===== config.mk =====
export PLATFORM = sky130hd
export DESIGN_NAME = psram_wb_arbiter
export DESIGN_NICKNAME = d
export VERILOG_FILES = /design/src/rtl/psram_pkg.sv /design/src/rtl/psram_wb_watchdog.sv /design/src/rtl/psram_wb_arbiter.sv
export SDC_FILE = /design/constraint.sdc
export NUM_CORES = 1
export LEC_CHECK = 0
export CORE_AREA = 3 3 121 123
export DETAILED_ROUTE_END_ITERATION = 10
export DIE_AREA = 0 0 124 126
export PLACE_DENSITY = 0.67
export SLEW_MARGIN = 40
export SYNTH_ARGS = -nofsm -noshare
export SYNTH_HDL_FRONTEND = slang
export SYNTH_HIERARCHICAL = 1
export SYNTH_SLANG_ARGS = --single-unit

===== constraint.sdc =====
create_clock -name sys_clk -period 3.41 [get_ports sys_clk]
set_clock_uncertainty 0.2 [all_clocks]
set_input_delay 0.341 -clock sys_clk [delete_from_list [all_inputs] [get_ports sys_clk]]
set_output_delay 0.341 -clock sys_clk [all_outputs]
set_load 0.01 [all_outputs]

===== src/rtl/psram_pkg.sv =====
// ---------------------------------------------------------------------------
// psram_pkg
// Shared definitions for the PSRAM Wishbone arbiter slice:
//   - state_t      : arbiter FSM state encodings
//   - GRANT_*      : one-hot grant encodings driven on grant_o
//   - DEF_*        : default fairness cap and watchdog timeout
//   - WDOG_W       : width of the watchdog counter
// ---------------------------------------------------------------------------
package psram_pkg;

    typedef enum logic [1:0] {
        ST_IDLE  = 2'd0,
        ST_OWN0  = 2'd1,
        ST_OWN1  = 2'd2,
        ST_ABORT = 2'd3
    } state_t;

    localparam logic [1:0] GRANT_NONE = 2'b00;
    localparam logic [1:0] GRANT_M0   = 2'b01;
    localparam logic [1:0] GRANT_M1   = 2'b10;

    localparam int DEF_MAX_BEATS = 16;
    localparam int DEF_TIMEOUT   = 1024;
    localparam int WDOG_W        = 16;

endpackage


===== src/rtl/psram_wb_watchdog.sv =====
// ---------------------------------------------------------------------------
// psram_wb_watchdog
// Generic stall watchdog: counts cycles while enabled, restarts from zero
// when cleared, and flags expiry on the cycle the count reaches the loaded
// limit while still enabled.
// Ports:
//   clk       in   clock
//   rst_n     in   synchronous active-low reset
//   i_en      in   count this cycle (stall condition present)
//   i_clr     in   restart the count from zero
//   i_limit   in   terminal count value (expiry when count == limit)
//   o_expire  out  limit reached on an enabled cycle
// ---------------------------------------------------------------------------
module psram_wb_watchdog
    import psram_pkg::*;
(
    input  logic              clk,
    input  logic              rst_n,
    input  logic              i_en,
    input  logic              i_clr,
    input  logic [WDOG_W-1:0] i_limit,
    output logic              o_expire
);

    logic [WDOG_W-1:0] r_cnt;

    always_ff @(posedge clk) begin
        if (!rst_n) begin
            r_cnt <= '0;
        end else if (i_clr) begin
            r_cnt <= '0;
        end else if (i_en) begin
            r_cnt <= r_cnt + WDOG_W'(1);
        end
    end

    // Expiry is qualified by i_en so a cycle that clears (e.g. an ack
    // arriving on the terminal count) never reports a timeout.
    assign o_expire = i_en & (r_cnt == i_limit);

endmodule


===== src/rtl/psram_wb_arbiter.sv =====
// ---------------------------------------------------------------------------
// psram_wb_arbiter
// Two-master Wishbone arbiter sharing one PSRAM slave between master 0
// (CPU data) and master 1 (DMA/video). Registered round-robin grant, a cap
// on consecutive beats while the other master waits, and a per-beat
// watchdog that returns err and frees the bus if the slave never acks.
// Ports:
//   sys_clk, sys_rst_n          clock, synchronous active-low reset
//   mN_adr_i/dat_i/sel_i        master N address, write data, byte selects
//   mN_cyc_i/stb_i/we_i         master N Wishbone controls
//   mN_dat_o                    read data (both driven from s_dat_i)
//   mN_ack_o/err_o              master N responses
//   s_adr_o/dat_o/sel_o         to PSRAM slave
//   s_cyc_o/stb_o/we_o          controls to PSRAM slave
//   s_dat_i, s_ack_i            PSRAM read data and ack
//   grant_o                     one-hot current owner, 00 when none
//   abort_o                     one-cycle pulse on watchdog abort
// ---------------------------------------------------------------------------
module psram_wb_arbiter
    import psram_pkg::*;
#(
    parameter int MAX_BEATS = DEF_MAX_BEATS,
    parameter int TIMEOUT   = DEF_TIMEOUT
) (
    input  logic        sys_clk,
    input  logic        sys_rst_n,
    input  logic [31:0] m0_adr_i,
    input  logic [31:0] m1_adr_i,
    input  logic [31:0] m0_dat_i,
    input  logic [31:0] m1_dat_i,
    output logic [31:0] m0_dat_o,
    output logic [31:0] m1_dat_o,
    input  logic [3:0]  m0_sel_i,
    input  logic [3:0]  m1_sel_i,
    input  logic        m0_stb_i,
    input  logic        m1_stb_i,
    input  logic        m0_cyc_i,
    input  logic        m1_cyc_i,
    input  logic        m0_we_i,
    input  logic        m1_we_i,
    output logic        m0_ack_o,
    output logic        m1_ack_o,
    output logic        m0_err_o,
    output logic        m1_err_o,
    output logic [31:0] s_adr_o,
    output logic [31:0] s_dat_o,
    output logic [3:0]  s_sel_o,
    output logic        s_stb_o,
    output logic        s_cyc_o,
    output logic        s_we_o,
    input  logic [31:0] s_dat_i,
    input  logic        s_ack_i,
    output logic [1:0]  grant_o,
    output logic        abort_o
);

    localparam int BEAT_W = $clog2(MAX_BEATS + 1);
    localparam logic [BEAT_W-1:0] BEAT_CAP = BEAT_W'(MAX_BEATS);
    localparam logic [WDOG_W-1:0] WD_LIMIT = WDOG_W'(TIMEOUT - 1);

    state_t            r_state;
    state_t            w_state_nxt;
    logic              r_last_owner;
    logic              w_last_owner_nxt;
    logic [BEAT_W-1:0] r_beat_cnt;
    logic [BEAT_W-1:0] w_beat_nxt;
    logic [BEAT_W-1:0] w_beat_inc;
    logic              w_beat_cap;
    logic              w_wd_en;
    logic              w_expire;

    // Saturating beat count: once the cap is reached with no competitor,
    // the owner keeps the bus and the next ack after the competitor shows
    // up hands the grant over.
    assign w_beat_inc = (r_beat_cnt == BEAT_CAP) ? r_beat_cnt : r_beat_cnt + BEAT_W'(1);
    assign w_beat_cap = (w_beat_inc == BEAT_CAP);

    // s_stb_o depends only on state and master inputs, so the watchdog
    // enable is the only place s_ack_i meets the strobe.
    assign w_wd_en = s_stb_o & ~s_ack_i;

    psram_wb_watchdog u_wdog (
        .clk      (sys_clk),
        .rst_n    (sys_rst_n),
        .i_en     (w_wd_en),
        .i_clr    (~w_wd_en),
        .i_limit  (WD_LIMIT),
        .o_expire (w_expire)
    );

    always_ff @(posedge sys_clk) begin
        if (!sys_rst_n) begin
            r_state      <= ST_IDLE;
            r_last_owner <= 1'b1;
            r_beat_cnt   <= '0;
        end else begin
            r_state      <= w_state_nxt;
            r_last_owner <= w_last_owner_nxt;
            r_beat_cnt   <= w_beat_nxt;
        end
    end

    always_comb begin
        w_state_nxt      = r_state;
        w_last_owner_nxt = r_last_owner;
        w_beat_nxt       = r_beat_cnt;
        case (r_state)
            ST_IDLE: begin
                w_beat_nxt = '0;
                if (m0_cyc_i && m1_cyc_i) begin
                    w_state_nxt = r_last_owner ? ST_OWN0 : ST_OWN1;
                end else if (m0_cyc_i) begin
                    w_state_nxt = ST_OWN0;
                end else if (m1_cyc_i) begin
                    w_state_nxt = ST_OWN1;
                end
            end
            ST_OWN0: begin
                if (!m0_cyc_i) begin
                    w_state_nxt      = ST_IDLE;
                    w_last_owner_nxt = 1'b0;
                end else if (w_expire) begin
                    w_state_nxt      = ST_ABORT;
                    w_last_owner_nxt = 1'b0;
                end else if (s_ack_i) begin
                    if (w_beat_cap && m1_cyc_i) begin
                        w_state_nxt      = ST_OWN1;
                        w_last_owner_nxt = 1'b0;
                        w_beat_nxt       = '0;
                    end else begin
                        w_beat_nxt = w_beat_inc;
                    end
                end
            end
            ST_OWN1: begin
                if (!m1_cyc_i) begin
                    w_state_nxt      = ST_IDLE;
                    w_last_owner_nxt = 1'b1;
                end else if (w_expire) begin
                    w_state_nxt      = ST_ABORT;
                    w_last_owner_nxt = 1'b1;
                end else if (s_ack_i) begin
                    if (w_beat_cap && m0_cyc_i) begin
                        w_state_nxt      = ST_OWN0;
                        w_last_owner_nxt = 1'b1;
                        w_beat_nxt       = '0;
                    end else begin
                        w_beat_nxt = w_beat_inc;
                    end
                end
            end
            ST_ABORT: begin
                w_state_nxt = ST_IDLE;
                w_beat_nxt  = '0;
            end
            default: begin
                w_state_nxt = ST_IDLE;
            end
        endcase
    end

    // Bus mux: slave-side signals are all zero unless a master owns the bus,
    // so late acks in IDLE/ABORT are never routed.
    always_comb begin
        s_adr_o  = '0;
        s_dat_o  = '0;
        s_sel_o  = '0;
        s_we_o   = 1'b0;
        s_cyc_o  = 1'b0;
        s_stb_o  = 1'b0;
        m0_ack_o = 1'b0;
        m1_ack_o = 1'b0;
        m0_err_o = 1'b0;
        m1_err_o = 1'b0;
        abort_o  = 1'b0;
        grant_o  = GRANT_NONE;
        case (r_state)
            ST_OWN0: begin
                s_adr_o  = m0_adr_i;
                s_dat_o  = m0_dat_i;
                s_sel_o  = m0_sel_i;
                s_we_o   = m0_we_i;
                s_cyc_o  = m0_cyc_i;
                s_stb_o  = m0_cyc_i & m0_stb_i;
                m0_ack_o = s_ack_i;
                m0_err_o = w_expire;
                abort_o  = w_expire;
                grant_o  = GRANT_M0;
            end
            ST_OWN1: begin
                s_adr_o  = m1_adr_i;
                s_dat_o  = m1_dat_i;
                s_sel_o  = m1_sel_i;
                s_we_o   = m1_we_i;
                s_cyc_o  = m1_cyc_i;
                s_stb_o  = m1_cyc_i & m1_stb_i;
                m1_ack_o = s_ack_i;
                m1_err_o = w_expire;
                abort_o  = w_expire;
                grant_o  = GRANT_M1;
            end
            default: begin
            end
        endcase
    end

    assign m0_dat_o = s_dat_i;
    assign m1_dat_o = s_dat_i;

endmodule


==> results of run 1 <==
power groups by stage:
stage	Clock [mW]	Combinational, mW	Sequential [mW]
6_report	0.347	1.80	0.317
3_5_place_dp	0	1.81	0.323
2_1_floorplan	0	1.05	0.319
4_1_cts	0.352	1.82	0.316
5_1_grt	0.356	1.97	0.319
3_3_place_gp	0	1.79	0.321
final cells by class:
class / instances / area (µm²)
fill: 1426 / 8570
clock inverter: 1 / 30.0
timing repair buffer: 236 / 2330
multi-input combinational: 315 / 2020
inverter: 11 / 41.3
clock buffer: 3 / 75.1
sequential: 24 / 480
tap: 180 / 225
kinds of logic after synthesis:
family	Yosys count	synth area share, %
and+or+nand+nor	165	27.2
buffers and inverters	107	21.2
AOI/OAI and AO/OA	91	22.2
xor gates and xnor gates	31	9.08
DFF	24	15.6
adders and majority gates	7	2.85
muxes	5	1.63
other	2	0.244
how the worst max path moves through the flow:
stage / slack (ns) / cells past startpoint / endpoint
after floorplan: 0.02 / 16 / r_beat_cnt[2]
after global placement: -0.1 / 11 / m0_err_o
after detailed placement: -0.18 / 11 / m0_err_o
after CTS: 0.03 / 12 / m1_err_o
after global routing: 0.02 / 6 / s_dat_o[8]
final: 0.18 / 7 / s_sel_o[2]
worst max-delay path, cell delays in order (launching register included):
cell             delay (ns)
dfxtp_1                0.33
inv_1                  0.10
ha_2                   0.19
buf_4                  0.52
buf_4                  0.34
a22oi_1                0.09
nor2_1                 0.15
clkdlybuf4s50_1        0.64
routing by layer:
metal | track usage (%) | vias up | share of wire (%)
li1 | - | 1738 | -
met1 | 21.1 | 1671 | 40
met2 | 26.6 | 178 | 48
met3 | 5.97 | 11 | 11
met4 | 3.74 | 0 | 0.98
met5 | 0 | - | 0
metrics by stage:
step,total power [mW],std cells
floorplan,1.37,446
global placement,2.11,765
detailed placement,2.14,765
CTS,2.49,769
global route,2.65,770
finish,2.46,770
synth_stat cells (2+ instances only):
master | instances | area [µm²]
nor2_1 | 90 | 338
a22oi_1 | 69 | 518
buf_4 | 65 | 488
clkbuf_1 | 25 | 93.8
dfxtp_1 | 24 | 480
xnor2_1 | 23 | 201
nand2_1 | 21 | 78.8
inv_1 | 10 | 37.5
and2_1 | 7 | 43.8
ha_1 | 7 | 87.6
nand4_1 | 7 | 43.8
nor3_1 | 7 | 35.0
xor2_1 | 7 | 61.3
nand3_1 | 6 | 30.0
a21oi_1 | 5 | 25.0
mux2i_1 | 5 | 50.1
nor4_2 | 5 | 62.6
buf_2 | 4 | 20.0
o21ai_0 | 4 | 20.0
a31oi_1 | 3 | 18.8
nand3b_1 | 3 | 22.5
nor2b_1 | 3 | 18.8
a221oi_1 | 2 | 17.5
buf_1 | 2 | 7.51
conb_1 | 2 | 7.51
nand2b_1 | 2 | 12.5
nand3_2 | 2 | 20.0
nand4_4 | 2 | 42.5
nor4_1 | 2 | 12.5
or3_1 | 2 | 12.5
registers in the layout, indices dropped and copies added, names as in the netlist:
| register | cells |
|---|---|
| r_beat_cnt | 5 |
| u_wdog/r_cnt | 16 |
| r_state | 2 |
| r_last_owner | 1 |
repair_timing:
item                                    CTS  global route
hold buffers                              0             0
resized for setup                         3             2
setup buffers                             0             1
endpoints found under the setup margin    3             2
==> out/metrics.yaml, run 1 <==
layout.nets: 775
drv_slew: 0
rsz0062_at_grt: "false"
grt_pass1_wl_um: 20100
worst_pin_slew_ns: 0.768
ys_seq_area_share_pct: 15.6
tritoncts: "yes"
pwr-share-clk_pct: 14.1
layout_commonest_cell: "clkdlybuf4s50_1"
avgSynthCellArea_um2: 7.12
area_delta_synth_final_pct: 69.1
min_from: "r_state[1]"
drive_gt1_share_pct: 6.44
grt_max_degree: 77
port_buffers: 222
n_antenna_cell: 0
ys_seq_elements: 24
worst_slack_ns: 0.182
gr-total-overflow: 0
crit_fanout: 65
r2r_setup_slack_ns: 0.39
coreArea_um2: 13800
pwr-share-comb_pct: 73.0
ys_warn_count: 6
vias_per_cell: 4.67
drc: 0
fmax_mhz: 310
synth_edf_count: 0
cp-end-kind: "primary output"
slew_headroom_pct: 48.8
routedWlPerCell_um: 17.5
insertion_delay_ns: 0.27
num_vias: 3598
ir_drop_mv: 0.250
pre_cts_slack_ns: -0.177
crit-reg2reg-launch: "r_state[0]"
cts_buffer_depth: 2
finalCoreUtilization_pct: 37.7
ant_nets: 0
final_cell_mix: "219 x clkdlybuf4s50_1, 90 x nor2_1, 69 x a22oi_1, 24 x dfxtp_1, 23 x xnor2_1"
fin_setup_tns_ns: 0
fp.dieW_um: 124
firstDrtPassIters: 4
crit_path_start: "r_state[1]"
hold_end: "r_state[1]"
min_period_ns: 3.23
postLayoutCellArea_um2: 5200
std_cell_rows: 43
powerDensity_nw_per_um2: 473
die_height_um: 126
syn_area_um2: 3070
internal_power_mw: 1.35
synth_top_flop_cell: "dfxtp_1"
whs_ns: 0.285
rr_endpoint: "r_beat_cnt[1]"
critPathLaunchType: "flip-flop"
synth_cells: 432
worstSetupPathType: "reg -> out"
place_hpwl_um: 11400
r2r_cells: 15
hold_path.class: "reg -> reg"
cts_max_level: 1
yosysUniqueCellTypes: 46
hold_viol: 0
crit_required_ns: 2.87
p_leak_nw: 1.80
p_sw_mw: 1.11
critPathArrivalTime_ns: 2.69
clkTransAtPathRegs_ns: 0.07
maxCapViolCount: 0
switching_share_pct: 45.1
track_usage_pct: 16.5
status: "completed"
cts.sinks: 24
io-pin-count: 319
first_iter_violations: 215
dieArea_um2: 15600
start_util_pct: 22.3
grt_pass1_vias: 3581
seq_power_share_pct: 12.9
synth-async-reset-ratio_pct: 0
period_share_pct: 94.7
setup_viol: 0
placed_area_um2: 5070
globalplace.congestion: 0.837
routed_wl_um: 13500
antenna_found_initial: 0
whs_path_depth: 2
cts_buffers: 3
cts-root-buf: "clkbuf_16"
Power figures use the tool's default switching activity.
==> run 2, diff against run 1 <==
--- a/config.mk
+++ b/config.mk
@@ -5,10 +5,9 @@
 export SDC_FILE = /design/constraint.sdc
 export NUM_CORES = 1
 export LEC_CHECK = 0
-export CORE_AREA = 3 3 121 123
+export CORE_AREA = 3 3 124 126
 export DETAILED_ROUTE_END_ITERATION = 10
-export DIE_AREA = 0 0 124 126
-export PLACE_DENSITY = 0.67
+export DIE_AREA = 0 0 127 129
 export SLEW_MARGIN = 40
 export SYNTH_ARGS = -nofsm -noshare
 export SYNTH_HDL_FRONTEND = slang
==> constraint.sdc (replaced) <==
create_clock -name sys_clk -period 3.3 [get_ports sys_clk]
set_clock_uncertainty 0.2 [all_clocks]
set_input_delay 0.33 -clock sys_clk [delete_from_list [all_inputs] [get_ports sys_clk]]
set_output_delay 0.33 -clock sys_clk [all_outputs]
set_load 0.01 [all_outputs]
==> run 2 against run 1 <==
  * Sequential share of layout area hardly changed
  * Utilization is 1.9 points lower
  * Die area is 4.9% higher
  * Sequential power is 3% higher
  * Combinational power is 3% higher
  * Clock power is 18% lower
  * Critical path type unchanged
  * Critical endpoint is now s_sel_o[0]
==> out/metrics.yaml, run 2 (synthesis gave the netlist of run 1 again) <==
ant_nets: 0  # unchanged
first_iter_violations: 254  # was 215
final_cell_mix: "219 x clkdlybuf4s50_1, 90 x nor2_1, 69 x a22oi_1, 24 x dfxtp_1, 23 x xnor2_1"  # unchanged
port_buffers: 222  # unchanged
status: "completed"  # unchanged
critPathArrivalTime_ns: 2.60  # was 2.69 ns
drv_slew: 0  # unchanged
cts_max_level: 1  # unchanged
io-pin-count: 319  # unchanged
layout_commonest_cell: "clkdlybuf4s50_1"  # unchanged
layout.nets: 771  # was 775
worst_slack_ns: 0.174  # was 0.182 ns
busiest_layer: "met2"  # unchanged
switching_share_pct: 45.8  # was 45.1%
top_register: "u_wdog/r_cnt"  # unchanged
grt_max_degree: 79  # was 77
largest_reg_flops: 16  # unchanged
p_leak_nw: 1.79  # was 1.80 nW
place_hpwl_um: 11700  # was 11400 µm
p_sw_mw: 1.13  # was 1.11 mW
fin_setup_tns_ns: 0  # unchanged
critPathLaunchType: "flip-flop"  # unchanged
powerDensity_nw_per_um2: 477  # was 473 nW/µm²
period_share_pct: 94.7
drc: 0  # unchanged
routedWlPerCell_um: 18.1  # was 17.5 µm
globalplace.congestion: 0.874  # was 0.837
antenna_found_initial: 0  # unchanged
grt_pass1_wl_um: 19700  # was 20100 µm
slew_headroom_pct: 57.5  # was 48.8%
cts.sinks: 24  # unchanged
firstDrtPassIters: 5  # was 4
grtUsageMet3_pct: 6.48  # was 5.97%
min_period_ns: 3.13
worstSetupPathType: "reg -> out"  # unchanged
rsz0062_at_grt: "false"  # unchanged
crit_fanout: 35  # was 65
worst_pin_slew_ns: 0.636  # was 0.768 ns
setup_viol: 0  # unchanged
post_cts_buffers: 0  # unchanged
pre_cts_slack_ns: 0.0774  # was -0.177 ns
tritoncts: "yes"  # unchanged
cp-end-kind: "primary output"  # unchanged
insertion_delay_ns: 0.26  # was 0.27 ns
cts_buffer_depth: 2  # unchanged
vias_per_cell: 4.61  # was 4.67
start_util_pct: 21.3  # was 22.3%
routed_wl_um: 13900  # was 13500 µm
maxCapViolCount: 0  # unchanged
num_vias: 3552  # was 3598
clkTransAtPathRegs_ns: 0.06  # was 0.07 ns
pwr-share-comb_pct: 75.1  # was 73.0%
drive_gt1_share_pct: 5.80  # was 6.44%
grt_use_met1_pct: 18.9  # was 21.1%
dieArea_um2: 16400  # was 15600 µm²
gr-total-overflow: 0  # unchanged
std_cell_rows: 44  # was 43
hold_viol: 0  # unchanged
coreArea_um2: 14400  # was 13800 µm²
pwr-share-clk_pct: 11.6  # was 14.1%
hold_path.class: "reg -> reg"  # unchanged
n_antenna_cell: 0  # unchanged
cts_buffers: 3  # unchanged
fp.dieW_um: 127  # was 124 µm
met2_usage_pct: 24.4  # was 26.6%
ir_drop_mv: 0.304  # was 0.250 mV
cts-root-buf: "clkbuf_16"  # unchanged
track_usage_pct: 15.2  # was 16.5%
area_delta_synth_final_pct: 68.4  # was 69.1%
internal_power_mw: 1.34  # was 1.35 mW
grt_pass1_vias: 3476  # was 3581
fmax_mhz: 320
die_height_um: 129  # was 126 µm
crit_required_ns: 2.77  # was 2.87 ns
seq_power_share_pct: 13.3  # was 12.9%
top_regs: "u_wdog/r_cnt (16), r_beat_cnt (5), r_state (2)"  # unchanged
-- run 2: stage by stage --
stage	power [mW]	hold slack (ns)	util, %	std cells	cell area, µm²
after floorplan	1.41	0.251	-	446	3130
after global placement	2.19	0.272	35.1	766	5070
after detailed placement	2.20	0.292	35.1	766	5070
after CTS	2.50	0.301	35.8	770	5170
after global routing	2.66	0.319	35.9	770	5180
final	2.47	0.297	35.9	770	5180
-- run 2: worst paths after layout --
| check | from | endpoint | slack [ns] | cells after the start |
|---|---|---|---|---|
| worst max-delay path | r_state[0] | s_sel_o[0] | 0.17 | 6 |
| worst min-delay path | r_state[0] | r_state[0] | 0.30 | 2 |
| worst min register to register | r_state[0] | r_state[0] | 0.30 | 2 |
| worst max register to register | r_state[0] | r_beat_cnt[2] | 0.45 | 15 |
-- run 2: layout make-up --
class,count,area (µm²)
clock buffers,4,88.8
fillers,1516,9250
inverters,11,41.3
multi-input cells,315,2020
flip-flops and latches,24,480
well taps,184,230
repair buffers,232,2320
-- run 2: timing repair --
item                                    4_1_cts  5_1_grt
cloned                                        0        0
resized for setup                             1        4
endpoints found under the setup margin        2        9
hold buffers                                  0        0
-- run 2: metal layers --
layer / vias to the layer above / routed length (µm) / share of wire (%)
li1: 1730 / - / -
met1: 1624 / 5710 / 41
met2: 176 / 6350 / 46
met3: 22 / 1580 / 11
met4: 0 / 281 / 2.0
met5: - / 0 / 0
-- run 2: critical path, cell delays in order (launching register included) --
cell             delay [ns]
dfxtp_1                0.36
inv_1                  0.09
ha_1                   0.36
inv_2                  0.48
buf_4                  0.36
nor2_1                 0.10
clkdlybuf4s50_1        0.55
-- run 2: power groups by stage --
stage	sequential (mW)	clock (mW)	combinational, mW
floorplan	0.329	0	1.09
global placement	0.332	0	1.86
detailed placement	0.334	0	1.87
CTS	0.328	0.294	1.88
global route	0.329	0.306	2.03
finish	0.328	0.286	1.86
==> run 3, diff against run 2 <==
--- a/config.mk
+++ b/config.mk
@@ -6,6 +6,7 @@
 export NUM_CORES = 1
 export LEC_CHECK = 0
 export CORE_AREA = 3 3 124 126
+export CTS_CLUSTER_SIZE = 25
 export DETAILED_ROUTE_END_ITERATION = 10
 export DIE_AREA = 0 0 127 129
 export SLEW_MARGIN = 40
==> results of run 3 <==
Final layout, timing and power as in run 2 (identical DEF).
